--- config.mk ---
export PLATFORM = sky130hd
export DESIGN_NAME = instruction_fetch_unit
export DESIGN_NICKNAME = d
export VERILOG_FILES = /design/src/rtl/instruction_fetch_unit.sv
export SDC_FILE = /design/constraint.sdc
export NUM_CORES = 1
export LEC_CHECK = 0
export BUFFER_PORTS_ARGS = -buffer_cell sky130_fd_sc_hd__buf_2
export CORE_MARGIN = 1
export CORE_UTILIZATION = 50
export CTS_CLUSTER_DIAMETER = 50
export DETAILED_ROUTE_END_ITERATION = 10
export GPL_TIMING_DRIVEN = 0
export MAX_ROUTING_LAYER = met4
export PLACE_DENSITY = 0.79
export SLEW_MARGIN = 20
export SYNTH_ARGS = -nofsm -noshare
export SYNTH_HDL_FRONTEND = slang
export SYNTH_SLANG_ARGS = --single-unit
--- constraint.sdc ---
create_clock -name clk -period 6 [get_ports clk]
set_input_delay 0 -clock clk [delete_from_list [all_inputs] [get_ports clk]]
set_output_delay 0 -clock clk [all_outputs]
set_load 0.01 [all_outputs]
--- src/rtl/instruction_fetch_unit.sv ---
// instruction_fetch_unit: fetches one instruction word at a time, holds it until consumed, then advances pc
// Ports:
//   clk, reset (async, active-low)
//   imem_req/imem_addr -> memory request; imem_rdata/imem_ready <- memory response
//   stall           : hold the current instruction
//   branch_eq/ne,zero: branch decision inputs for the held instruction
//   instr/opcode/instr_valid : held instruction and its valid flag
//   pc/pc_plus4     : held or current fetch address and its successor
//   instr_count     : number of consumed instructions
module instruction_fetch_unit #(
    parameter logic [31:0] RESET_PC = 32'h0040_0000
) (
    input  logic        clk,
    input  logic        reset,
    output logic        imem_req,
    output logic [31:0] imem_addr,
    input  logic [31:0] imem_rdata,
    input  logic        imem_ready,
    input  logic        stall,
    input  logic        branch_eq,
    input  logic        branch_ne,
    input  logic        zero,
    output logic [31:0] instr,
    output logic [5:0]  opcode,
    output logic        instr_valid,
    output logic [31:0] pc,
    output logic [31:0] pc_plus4,
    output logic [31:0] instr_count
);
    typedef enum logic [1:0] {IDLE, FETCH, VALID} state_t;
    state_t      state_q;
    logic [31:0] pc_q, instr_q, count_q, target, pc_d;
    logic        valid_q, req_q, taken;
    assign pc_plus4    = pc_q + 32'd4;
    // word offset sign-extended and scaled to bytes; keeps the address word-aligned
    assign target      = pc_plus4 + {{14{instr_q[15]}}, instr_q[15:0], 2'b00};
    assign taken       = (branch_eq & zero) | (branch_ne & ~zero);
    assign pc_d        = taken ? target : pc_plus4;
    assign imem_req    = req_q;
    assign imem_addr   = pc_q;
    assign instr       = instr_q;
    assign opcode      = instr_q[31:26];
    assign instr_valid = valid_q;
    assign pc          = pc_q;
    assign instr_count = count_q;
    always_ff @(posedge clk or negedge reset) begin
        if (!reset) begin
            state_q <= IDLE;
            pc_q    <= RESET_PC;
            instr_q <= '0;
            valid_q <= 1'b0;
            count_q <= '0;
            req_q   <= 1'b0;
        end else begin
            case (state_q)
                IDLE: begin
                    state_q <= FETCH;
                    req_q   <= 1'b1;
                end
                FETCH: if (imem_ready) begin
                    instr_q <= imem_rdata;
                    valid_q <= 1'b1;
                    req_q   <= 1'b0;
                    state_q <= VALID;
                end
                VALID: if (!stall) begin
                    pc_q    <= pc_d;
                    valid_q <= 1'b0;
                    count_q <= count_q + 32'd1;
                    req_q   <= 1'b1;
                    state_q <= FETCH;
                end
                default: begin
                    state_q <= IDLE;
                    req_q   <= 1'b0;
                end
            endcase
        end
    end
endmodule

# --- Yosys cells after proc, flatten, opt, wreduce, memory -nomap -nowiden ---
# Cells that the tools add are included.
totals:
  register_bits: 100
  latchBits: 0
  ram_bits: 0
  romBits: 0
  in_bits: 39
  wordCells: 34
  mem_count: 0
op_classes:
  add_sub_neg: 3
  multipliers: 0
  div_mod_pow: 0
  n_lt_le_gt_ge: 0
  n_eq_ne: 4
  n_shift: 0
  muxes: 10
  bitwise_logic: 5
  reduce_logical: 6
ops:
  columns: ["op", "count"]
  rows:
  - ["adder 32 x 1 -> 32 bit (second input constant)", 1]
  - ["adder 32 x 3 -> 32 bit (second input constant)", 1]
  - ["adder 32 bit", 1]
  - ["2-to-1 mux 32 bit", 1]
  - ["case mux 2 bit (3 select lines)", 1]
  - ["AND reduction 2 bit", 3]
  - ["2-to-1 mux 1 bit", 4]
  - ["2-to-1 mux 2 bit", 2]
  - ["inequality test 2 bit (second input constant)", 2]
  - ["case mux 1 bit (3 select lines)", 1]
  - ["AND reduction 3 bit", 1]
  - ["AND 1 bit", 2]
  - ["== test 2 x 1 -> 1 bit (second input constant)", 1]
  - ["== test 2 bit (second input constant)", 1]
  - ["zero test 2 bit", 1]
  - ["NOT 1 bit", 2]
  - ["case mux 1 bit (2 select lines)", 1]
  - ["nonzero test 2 bit", 1]
  - ["bitwise OR 1 bit", 1]

# --- Depth between registers and ports, before layout ---
# Gate-level depths: netlist (run 1).
depth:
  word_depth: 4
  ltp_mapped: 19

# --- Worst setup path before layout (run 1) ---
# No wires, ideal clock.
synth_path:
  kind: "register to register"
  from: "reg pc_q[2], in the netlist imem_addr[2]"
  to: "reg pc_q[31], in the netlist imem_addr[31]"
  setup_time_ns: 0.080
  arrival_time_ns: 3.903
  path_slack_ns: 2.017
  path_stages_with_launch: 17
  path_buffers: 1
  period_less_slack_ns: 3.983
  cell_sequence: "dfrtp_1 > ha_1 > and4_1 > nand4_1 > and2b_1 > nand2_1 > nor2_1 > and3_1 > xor2_1 > ha_1 > clkbuf_1 > nand4_1 > or2_2 > o41ai_2 > mux2_2 > nor3_2 > xnor2_1"
synth_between:
  elab_chain_len: 3
synth_lines:
  columns: ["item", "line_no", "text"]
  rows:
  - ["start: declaration", "32", "logic [31:0] pc_q, instr_q, count_q, target, pc_d;"]
  - ["start signal: assignment", "67", "pc_q <= pc_d;"]
  - ["adder 32 x 3 -> 32 bit", "34", "assign pc_plus4 = pc_q + 32'd4;"]
  - ["via pc_plus4[24]", "27", "output logic [31:0] pc_plus4,"]
  - ["adder 32 bit", "36", "assign target = pc_plus4 + {{14{instr_q[15]}}, instr_q[15:0], 2'b00};"]
  - ["2-to-1 mux 32 bit", "38", "assign pc_d = taken ? target : pc_plus4;"]
# The timed path passes the listed nets, and every way through them passes these cells.
# A chain may end at the register's enable or synchronous reset.

# --- Worst setup path in the final report (run 1) ---
layout_path:
  from: "reg pc_q[2], in the netlist imem_addr[2]"
  to: "reg pc_q[31], in the netlist imem_addr[31]"
layout_between:
  elab_chain_len: 3
layout_lines:
  columns: ["item", "line_no"]
  rows:
  - ["adder 32 x 3 -> 32 bit *", "34"]
  - ["adder 32 bit", "36"]
  - ["2-to-1 mux 32 bit *", "38"]
# Every way passes the cells marked *; elsewhere a longest branch is shown, timed or not.

==> results of run 1 <==
-- placed cells by master (no fill, tap or decap), types with 5 or more instances in the layout --
cell type | netlist | final
o21ai_0 | 37 | 37
and3_1 | 15 | 15
and4_1 | 10 | 10
xnor2_1 | 58 | 58
nor2_1 | 51 | 51
dfrtp_1 | 96 | 96
buf_2 | 4 | 203
conb_1 | 1 | 6
a21oi_1 | 49 | 49
and2_1 | 5 | 5
nand2_1 | 57 | 57
xor2_1 | 26 | 26
dlygate4sd3_1 | 0 | 35
clkbuf_1 | 18 | 18
mux2_2 | 34 | 34
nor3_1 | 11 | 11
a31oi_1 | 8 | 8
buf_4 | 43 | 43
clkbuf_16 | 0 | 9
nand4_1 | 13 | 13
inv_1 | 10 | 10
a21o_1 | 17 | 17
ha_1 | 37 | 37
nand3_1 | 36 | 36
-- metal layers --
metal | track usage (%) | routed length, µm
met1 | 34.6 | 7770
met2 | 47.0 | 9230
met3 | 5.24 | 1010
met4 | 8.63 | 439
met5 | - | 0
-- worst max-delay path by stage --
stage / cells after the start / slack, ps / from / endpoint
after detailed placement: 16 / 1270 / imem_addr[2] / imem_addr[31]
after global routing: 16 / 900 / imem_addr[2] / imem_addr[31]
final: 16 / 1190 / imem_addr[2] / imem_addr[31]
after CTS: 16 / 1230 / imem_addr[2] / imem_addr[31]
after global placement: 16 / 1260 / imem_addr[2] / imem_addr[31]
after floorplan: 16 / 2020 / imem_addr[2] / imem_addr[31]
-- stage by stage --
step                cell area [µm²]  cells  total power, µW  setup slack, ps  util (%)
finish                         8520   1131             5120             1190      67.2
CTS                            8520   1130             5080             1230      67.2
floorplan                      6570    706             3390             2020         -
global route                   8520   1131             5490              895      67.2
detailed placement             7820   1079             4360             1270      61.7
global placement               7780   1078             4300             1260      61.4
-- logic make-up (layout without fill, tap and decap cells) --
kind of cell,Yosys count,after routing
adder cells (fa/ha/maj),38,38
other,1,7
AND/OR/NAND/NOR,217,217
AO/OA/AOI/OAI,151,151
flip-flops,97,97
XOR/XNOR,84,84
multiplexers,36,36
buffers and inverters,77,329
-- registers in the layout, summed over array words and instances, names as in the netlist --
register and cells:
instr_count 32, instr 32, state_q 2, imem_addr 30, instr_valid 1
-- repair_timing --
item / CTS / global route
buffers inserted: 0 / 0
endpoints found under the setup margin: 0 / 0
endpoints found under the hold margin: 130 / 0
hold buffers: 35 / 0
-- cell type report --
cell class	count	area, µm²	share of cell area (%)
Antenna cell	1	2.50	0.0294
Buffer	66	414	4.86
Clock buffer	9	225	2.64
Clock inverter	7	124	1.45
Inverter	11	41.3	0.485
Multi-Input combinational cell	532	3680	43.2
Sequential cell	97	2430	28.5
Tap cell	172	215	2.53
Timing Repair Buffer	236	1390	16.3
-- critical path, delay by kind of cell, from the launching register on --
| family | cells | cell delay, ps |
|---|---|---|
| AOI/OAI and AO/OA | 1 | 460 |
| xor gates and xnor gates | 2 | 230 |
| adders and majority gates | 2 | 550 |
| buffers and inverters | 1 | 260 |
| DFF | 1 | 530 |
| muxes | 1 | 410 |
| and+or+nand+nor | 9 | 2290 |
-- cells in the mapped netlist (3+ instances only) --
master	number
o22ai_1	4
a21oi_1	49
nor2_1	51
and2_1	5
dfrtp_1	96
o31ai_1	4
a22oi_1	4
nor3_1	11
ha_1	37
a31oi_1	8
and3_1	15
buf_4	43
a21o_1	17
mux2_2	34
o21a_1	3
o21ai_1	3
clkbuf_1	18
inv_1	10
nand2_1	57
xnor2_1	58
o21ai_0	37
xor2_1	26
nand4_1	13
nand3_1	36
buf_2	4
and4_1	10
-- power by group through the flow --
stage	Clock [µW]	Sequential, µW	Combinational (µW)
finish	676	1230	3210
global route	712	1260	3510
CTS	685	1220	3180
detailed placement	0	1230	3140
global placement	0	1220	3090
floorplan	0	1250	2140
==> results_dict.tcl, run 1 <==
set metrics [dict create \
    die_area_um2 13600 \
    dp_hpwl_um 13200 \
    pwr-share-clk_pct 13.2 \
    num_vias 6170 \
    cts_root_buffer "clkbuf_16" \
    p_int_uw 2770 \
    yosysTopAreaCellShare_pct 36.7 \
    clk_pin_slew_ps 70 \
    period_needed_ps 4810 \
    r2r_cells 16 \
    clk_latency_ps 350 \
    drive_gt1_share_pct 32.8 \
    die_h_um 116 \
    synth_compound_area_share_pct 14.3 \
    status "finished clean" \
    required_ps 6270 \
    drtAntennaViolNets 0 \
    core_region_area_um2 12700 \
    grt_max_degree 66 \
    synth_fa_ha_area_share_pct 7.37 \
    synth_top_family_by_area "simple AND/OR/NAND/NOR gates" \
    fillCellCount 1026 \
    cp_cell_sequence "ha_1, and4_1, nand4_1, and2b_1, nand2_1, nor2_1, and3_1, xor2_1, ha_1, clkbuf_1, nand4_1, or2_2, o41ai_2, mux2_2, nor3_2, xnor2_1" \
    track_usage_pct 28.2 \
    numCtsBuffers 9 \
    synth-simple-area-share_pct 16.9 \
    cts_tree "built" \
    htreeDepth 3 \
    die_w_um 116 \
    seqPwrFrac_pct 24.0 \
    finalSetupTns_ps 0 \
    detail_route.iter0.violations 351 \
    netlist_area_um2 6550 \
    num_rows 41 \
    slew_headroom_pct 34.8 \
    via_per_inst 5.46 \
    grt_pass1_vias 5788 \
    postCtsResizedCells 0 \
    skew_ps 7.43 \
    routed_wl_um 18400 \
    antenna_found_initial 1 \
    worst_pin_slew_ps 978 \
    path_max_fanout 7 \
    r2r-end "imem_addr[31]" \
    r2r-start "imem_addr[2]" \
    maxCapViolCount 0 \
    start_kind "register" \
    synth-xor-area-share_pct 11.2 \
    muxShareOfSynthArea_pct 6.15 \
    syn_to_final_growth_pct 30.1 \
    whs_ps 108 \
    nNetsFinal 1030 \
    ys_types 65 \
    synthTopCellsByArea "dfrtp_1 (37%), xnor2_1 (7.8%), ha_1 (7.1%)" \
    syn_inst 701 \
    synth-edff-count 0 \
    gp_congestion 0.916 \
    endpoint_kind "register" \
    initial_core_util_pct 51.7 \
    avgRoutedWirePerCell_um 16.3 \
    drt_first_pass_iters 5 \
    critPathKind "register to register" \
    drc 0 \
    io_pins 207 \
    arrival_ps 5090 \
    grt_pass1_wl_um 28400 \
    p_per_area_nw_per_um2 601 \
    reg2reg_slack_ps 1190 \
    ys_async_sr_fraction_pct 100 \
    hold_path_class "input pin to asynchronous set/reset pin" \
    fmax_mhz 208 \
    synth_area_per_cell_um2 9.34 \
    comb_power_share_pct 62.8 \
    slowest_delay_ps 530 \
    grt_overflow 0 \
    final-setup-viol-count 0 \
    vdd_drop_max_v 0.000366 \
    final_hold_viol_count 0 \
    ys_warn_count 0 \
    synth_ff_type "dfrtp_1" \
    p_leak_uw 0.00422 \
    p_sw_share_pct 45.9 \
    final_max_slew_viol_count 0 \
    rsz0062_at_grt "false" \
    yosys.area.top_type "dfrtp_1" \
    clock_path_buffers 2 \
    cts_sinks 97 \
    synth.ff_latch_count 97 \
    synth_seq_area_share_pct 37.1 \
    power.switching_uw 2350 \
    io_buffers 200 \
    period_share_pct 80.2 \
    slowest_stage "dfrtp_1" \
]
(Power assumes the default switching activity.)
==> run 2, diff against run 1 <==
- CORE_UTILIZATION: 50 -> 47
- PLACE_DENSITY: 0.79 -> 0.77
- clock period: 6 -> 4 ns (I/O delays scaled with it)
==> results_dict.tcl, run 2 (synthesized netlist as in run 1, its figures left out) <==
set metrics [dict create \
    critPathKind "register to register" \
    via_per_inst 5.46 \
    grt_overflow 0 \
    cts_root_buffer "clkbuf_16" \
    clk_pin_slew_ps 80 \
    crit_top_cell "nand4_1" \
    whs_ps 103 \
    detail_route.iter0.violations 369 \
    comb_power_share_pct 65.7 \
    fmax_mhz 257 \
    rsz0062_at_grt "true" \
    cp_cell_sequence "ha_2, and4_4, nand4_1, and2b_2, nand2_2, nor2_4, buf_4, and3_4, xor2_4, ha_4, nand4_1, or2_4, o41ai_4, mux2_2, nor3_2, xnor2_1" \
    clock_path_buffers 2 \
    seq_area_um2 2440 \
    die_h_um 120 \
    p_sw_share_pct 46.5 \
    io_buffers 200 \
    dp_hpwl_um 13400 \
    p_per_area_nw_per_um2 888 \
    final_cell_mix "buf_2 (202), dfrtp_1 (87), buf_4 (67)" \
    post-route-util_pct 66.3 \
    period_share_pct 97.4 \
    avgRoutedWirePerCell_um 16.5 \
    num_vias 6309 \
    core_region_area_um2 13400 \
    syn_to_final_growth_pct 35.6 \
    vdd_drop_max_v 0.000553 \
    nNetsFinal 1051 \
    status "finished clean" \
    multiInputGateArea_um2 3920 \
    slew_headroom_pct 23.8 \
    final_max_slew_viol_count 0 \
    track_usage_pct 27.2 \
    seqPwrFrac_pct 23.5 \
    endpoint_kind "register" \
    path_max_fanout 7 \
    gp_congestion 0.911 \
    arrival_ps 4180 \
    cts_tree "built" \
    die_w_um 120 \
    die_area_um2 14400 \
    crit_family "simple AND/OR/NAND/NOR gates" \
    final_hold_viol_count 0 \
    htreeDepth 3 \
    p_int_uw 4220 \
    worst_pin_slew_ps 1140 \
    io_pins 207 \
    slowest_delay_ps 390 \
    final-setup-viol-count 0 \
    drc 0 \
    power.switching_uw 3660 \
    required_ps 4290 \
    critPathBufInv 1 \
    grt_pass1_vias 5978 \
    grt_max_degree 65 \
    maxCapViolCount 0 \
    clk_latency_ps 360 \
    drt_first_pass_iters 4 \
    hold_path_class "input pin to asynchronous set/reset pin" \
    numCtsBuffers 9 \
    initial_core_util_pct 48.9 \
    num_rows 42 \
    period_needed_ps 3900 \
    grt_pass1_wl_um 29700 \
    routed_wl_um 19100 \
    pwr-share-clk_pct 10.8 \
    antenna_found_initial 1 \
    drive_gt1_share_pct 38.4 \
    start_kind "register" \
    slowest_stage "dfrtp_2" \
    final_common_cell "buf_2" \
    p_leak_uw 0.00436 \
    fillCellCount 1127 \
    cts_sinks 97 \
    finalSetupTns_ps 0 \
    skew_ps 10.6 \
    drtAntennaViolNets 0 \
]
-- run 2: changes by cell type in the layout (fill, tap and decap cells not counted), sizes merged --
cell and delta:
clkinv +3, bufinv -3, clkbuf -2, buf +23
-- run 2: layout make-up --
cell class / count / area share (%)
inverters: 11 / 0.465
clock inverters: 7 / 0.705
repair buffers: 259 / 17.5
plain buffers: 64 / 4.61
clock buffers: 9 / 2.54
flip-flops and latches: 97 / 27.5
multi-input cells: 532 / 44.2
diodes: 1 / 0.0282
well taps: 176 / 2.48
-- run 2: what timing repair did --
| item | in CTS | in global routing |
|---|---|---|
| endpoints found under the setup margin | 8 | 10 |
| pin swaps | 6 | 8 |
| endpoints found under the hold margin | 131 | 0 |
| hold buffers | 35 | 0 |
| gates resized for setup | 22 | 33 |
| buffers inserted | 12 | 11 |
-- run 2: per-stage QoR --
step	power, µW	area (µm²)	setup WS [ps]	std cells
finish	7880	8880	104	1156
global route	8450	8880	-62.3	1156
CTS	7600	8650	0.0284	1144
detailed placement	6500	7820	-636	1083
global placement	6410	7790	-585	1082
floorplan	5080	6570	17.1	706
-- run 2: final timing paths --
kind | start | slack [ps] | depth (start not counted) | end
worst max-delay path | imem_addr[3] | 100 | 16 | imem_addr[31]
worst min-delay path | reset | 100 | 2 | instr_count[31]
worst max register to register | imem_addr[3] | 100 | 16 | imem_addr[31]
worst min register to register | instr_count[31] | 470 | 1 | instr_count[31]
max in group asynchronous | reset | 3250 | 3 | imem_addr[8]
min in group clk | branch_ne | 290 | 5 | imem_addr[29]
-- run 2: power groups by stage --
stage | sequential, µW | clock [µW] | combinational (µW)
global placement | 1800 | 0 | 4610
finish | 1850 | 848 | 5180
global route | 1910 | 905 | 5630
CTS | 1800 | 868 | 4930
detailed placement | 1820 | 0 | 4690
floorplan | 1870 | 0 | 3210
-- run 2: layer usage --
layer  track usage (%)  vias up  part of all wire, %
li1                  -     3005                    -
met1              33.0     3004                   43
met2              44.3      251                   49
met3              5.32       49                  5.4
met4              11.1        0                  3.2
met5                 -        -                    0
==> run 3, diff against run 2 <==
- CORE_UTILIZATION: 47 -> 48
- CTS_BUF_LIST: unset -> sky130_fd_sc_hd__clkbuf_4
- PLACE_DENSITY: 0.77 -> 0.79
==> results_dict.tcl, run 3 (synthesized netlist as in run 1, its figures left out) <==
set metrics [dict create \
    pwr-share-clk_pct 7.3 \
    p_leak_uw 0.00429 \
    clock_path_buffers 2 \
    r2r-start "imem_addr[2]" \
    endpoint_kind "register" \
    io_pins 207 \
    p_per_area_nw_per_um2 868 \
    p_int_uw 4000 \
    clk_pin_slew_ps 160 \
    num_vias 6239 \
    drc 0 \
    detail_route.iter0.violations 393 \
    final-setup-viol-count 0 \
    cts_sinks 97 \
    grt_pass1_wl_um 29400 \
    track_usage_pct 27.1 \
    syn_to_final_growth_pct 33.8 \
    via_per_inst 5.42 \
    num_rows 42 \
    clk_latency_ps 490 \
    final_max_slew_viol_count 0 \
    status "finished clean" \
    io_buffers 200 \
    fmax_mhz 256 \
    fin_area_um2 8760 \
    skew_ps 21.1 \
    routed_wl_um 18500 \
    dp_hpwl_um 13000 \
    period_needed_ps 3910 \
    reg2reg_slack_ps 90 \
    rsz0062_at_grt "true" \
    die_area_um2 14100 \
    seqPwrFrac_pct 24.0 \
    drtAntennaViolNets 0 \
    numCtsBuffers 9 \
    final_cells 1152 \
    start_kind "register" \
    grt_pass1_vias 5999 \
    vdd_drop_max_v 0.000605 \
    initial_core_util_pct 49.3 \
    placedInstanceArea_um2 7820 \
    die_w_um 119 \
    slew_headroom_pct 19.2 \
    cts_root_buffer "clkbuf_4" \
    core_region_area_um2 13300 \
    setup_slack_ps 86.6 \
    hold_path_class "input pin to asynchronous set/reset pin" \
    antenna_found_initial 1 \
    final_cell_mix "buf_2 (202), dfrtp_1 (90), buf_4 (61)" \
    comb_power_share_pct 68.7 \
    path_max_fanout 6 \
    dp.cells 1083 \
    r2r-end "imem_addr[29]" \
    post-route-util_pct 65.9 \
    drive_gt1_share_pct 38.5 \
    final_hold_viol_count 0 \
    power.switching_uw 3610 \
    finalSetupTns_ps 0 \
    gp_congestion 0.903 \
    required_ps 4400 \
    avgRoutedWirePerCell_um 16.0 \
    critPathKind "register to register" \
    grt_max_degree 62 \
    htreeDepth 3 \
    grt_overflow 0 \
    nNetsFinal 1047 \
    r2r_cells 15 \
    p_sw_share_pct 47.4 \
    cts_tree "built" \
    maxCapViolCount 0 \
    arrival_ps 4310 \
    worst_pin_slew_ps 1210 \
    post-place-ws_ps -593 \
    die_h_um 119 \
    drt_first_pass_iters 4 \
    period_share_pct 97.8 \
    final_common_cell "buf_2" \
]
## run 3: cell count changes in the layout (fill, tap and decap cells not counted), sizes merged
cell,before,now
clkinv,3,2
buf,272,267
clkinvlp,1,2
bufinv,0,1
inv,14,13
clkbuf,25,26
## run 3: timing repair
item | in CTS | in global routing
hold endpoints to repair | 132 | 0
pin swaps | 5 | 9
buffers inserted | 10 | 8
endpoints found under the setup margin | 8 | 9
hold buffers | 36 | 0
resized for setup | 20 | 36
## run 3: worst max-delay path by stage
stage / start / slack, ps / endpoint
2_1_floorplan: imem_addr[2] / 20 / imem_addr[31]
3_3_place_gp: imem_addr[2] / -580 / imem_addr[31]
3_5_place_dp: imem_addr[2] / -590 / imem_addr[31]
4_1_cts: imem_addr[2] / -10 / imem_addr[31]
5_1_grt: imem_addr[2] / -70 / imem_addr[29]
6_report: imem_addr[2] / 90 / imem_addr[29]
## run 3: layer usage
| metal | vias to the layer above | share of wire [%] | track usage (%) |
|---|---|---|---|
| met2 | 232 | 49 | 43.9 |
| met4 | 0 | 3.3 | 10.6 |
| li1 | 2988 | - | - |
| met1 | 2969 | 43 | 33.3 |
| met3 | 50 | 5.1 | 5.07 |
| met5 | - | 0 | - |
## run 3: power by group through the flow
stage                     sequential (µW)  clock (µW)  combinational (µW)
final                                1830         553                5230
after global routing                 1890         607                5710
after CTS                            1780         569                4830
after detailed placement             1820           0                4670
after global placement               1800           0                4600
after floorplan                      1870           0                3210
## run 3: worst max-delay path, cell delays in order (launching register included)
cell     delay, ps
dfrtp_2        410
ha_2           210
and4_4         260
nand4_1        170
and2b_2        300
buf_4          120
and3_1         190
xor2_2         230
ha_4           270
a21oi_4        180
or4b_1         470
o21ai_2        210
o31ai_1        150
o31ai_1        340
mux2i_1        230
nand2_1         60
## run 3: layout make-up
type,instances,area [µm²]
clock buffer,9,67.6
buffer,64,409
tap,176,220
antenna,1,2.50
clock inverter,7,76.3
timing repair buffer,255,1540
inverter,11,41.3
sequential,97,2440
fill,1083,4530
multi-input combinational,532,3970
## run 3: through the flow
step           total power [µW]  hold slack [ps]
4_1_cts                    7190             9.08
6_report                   7610             45.1
2_1_floorplan              5080             -296
5_1_grt                    8200             30.6
3_3_place_gp               6400              231
3_5_place_dp               6490            -67.6
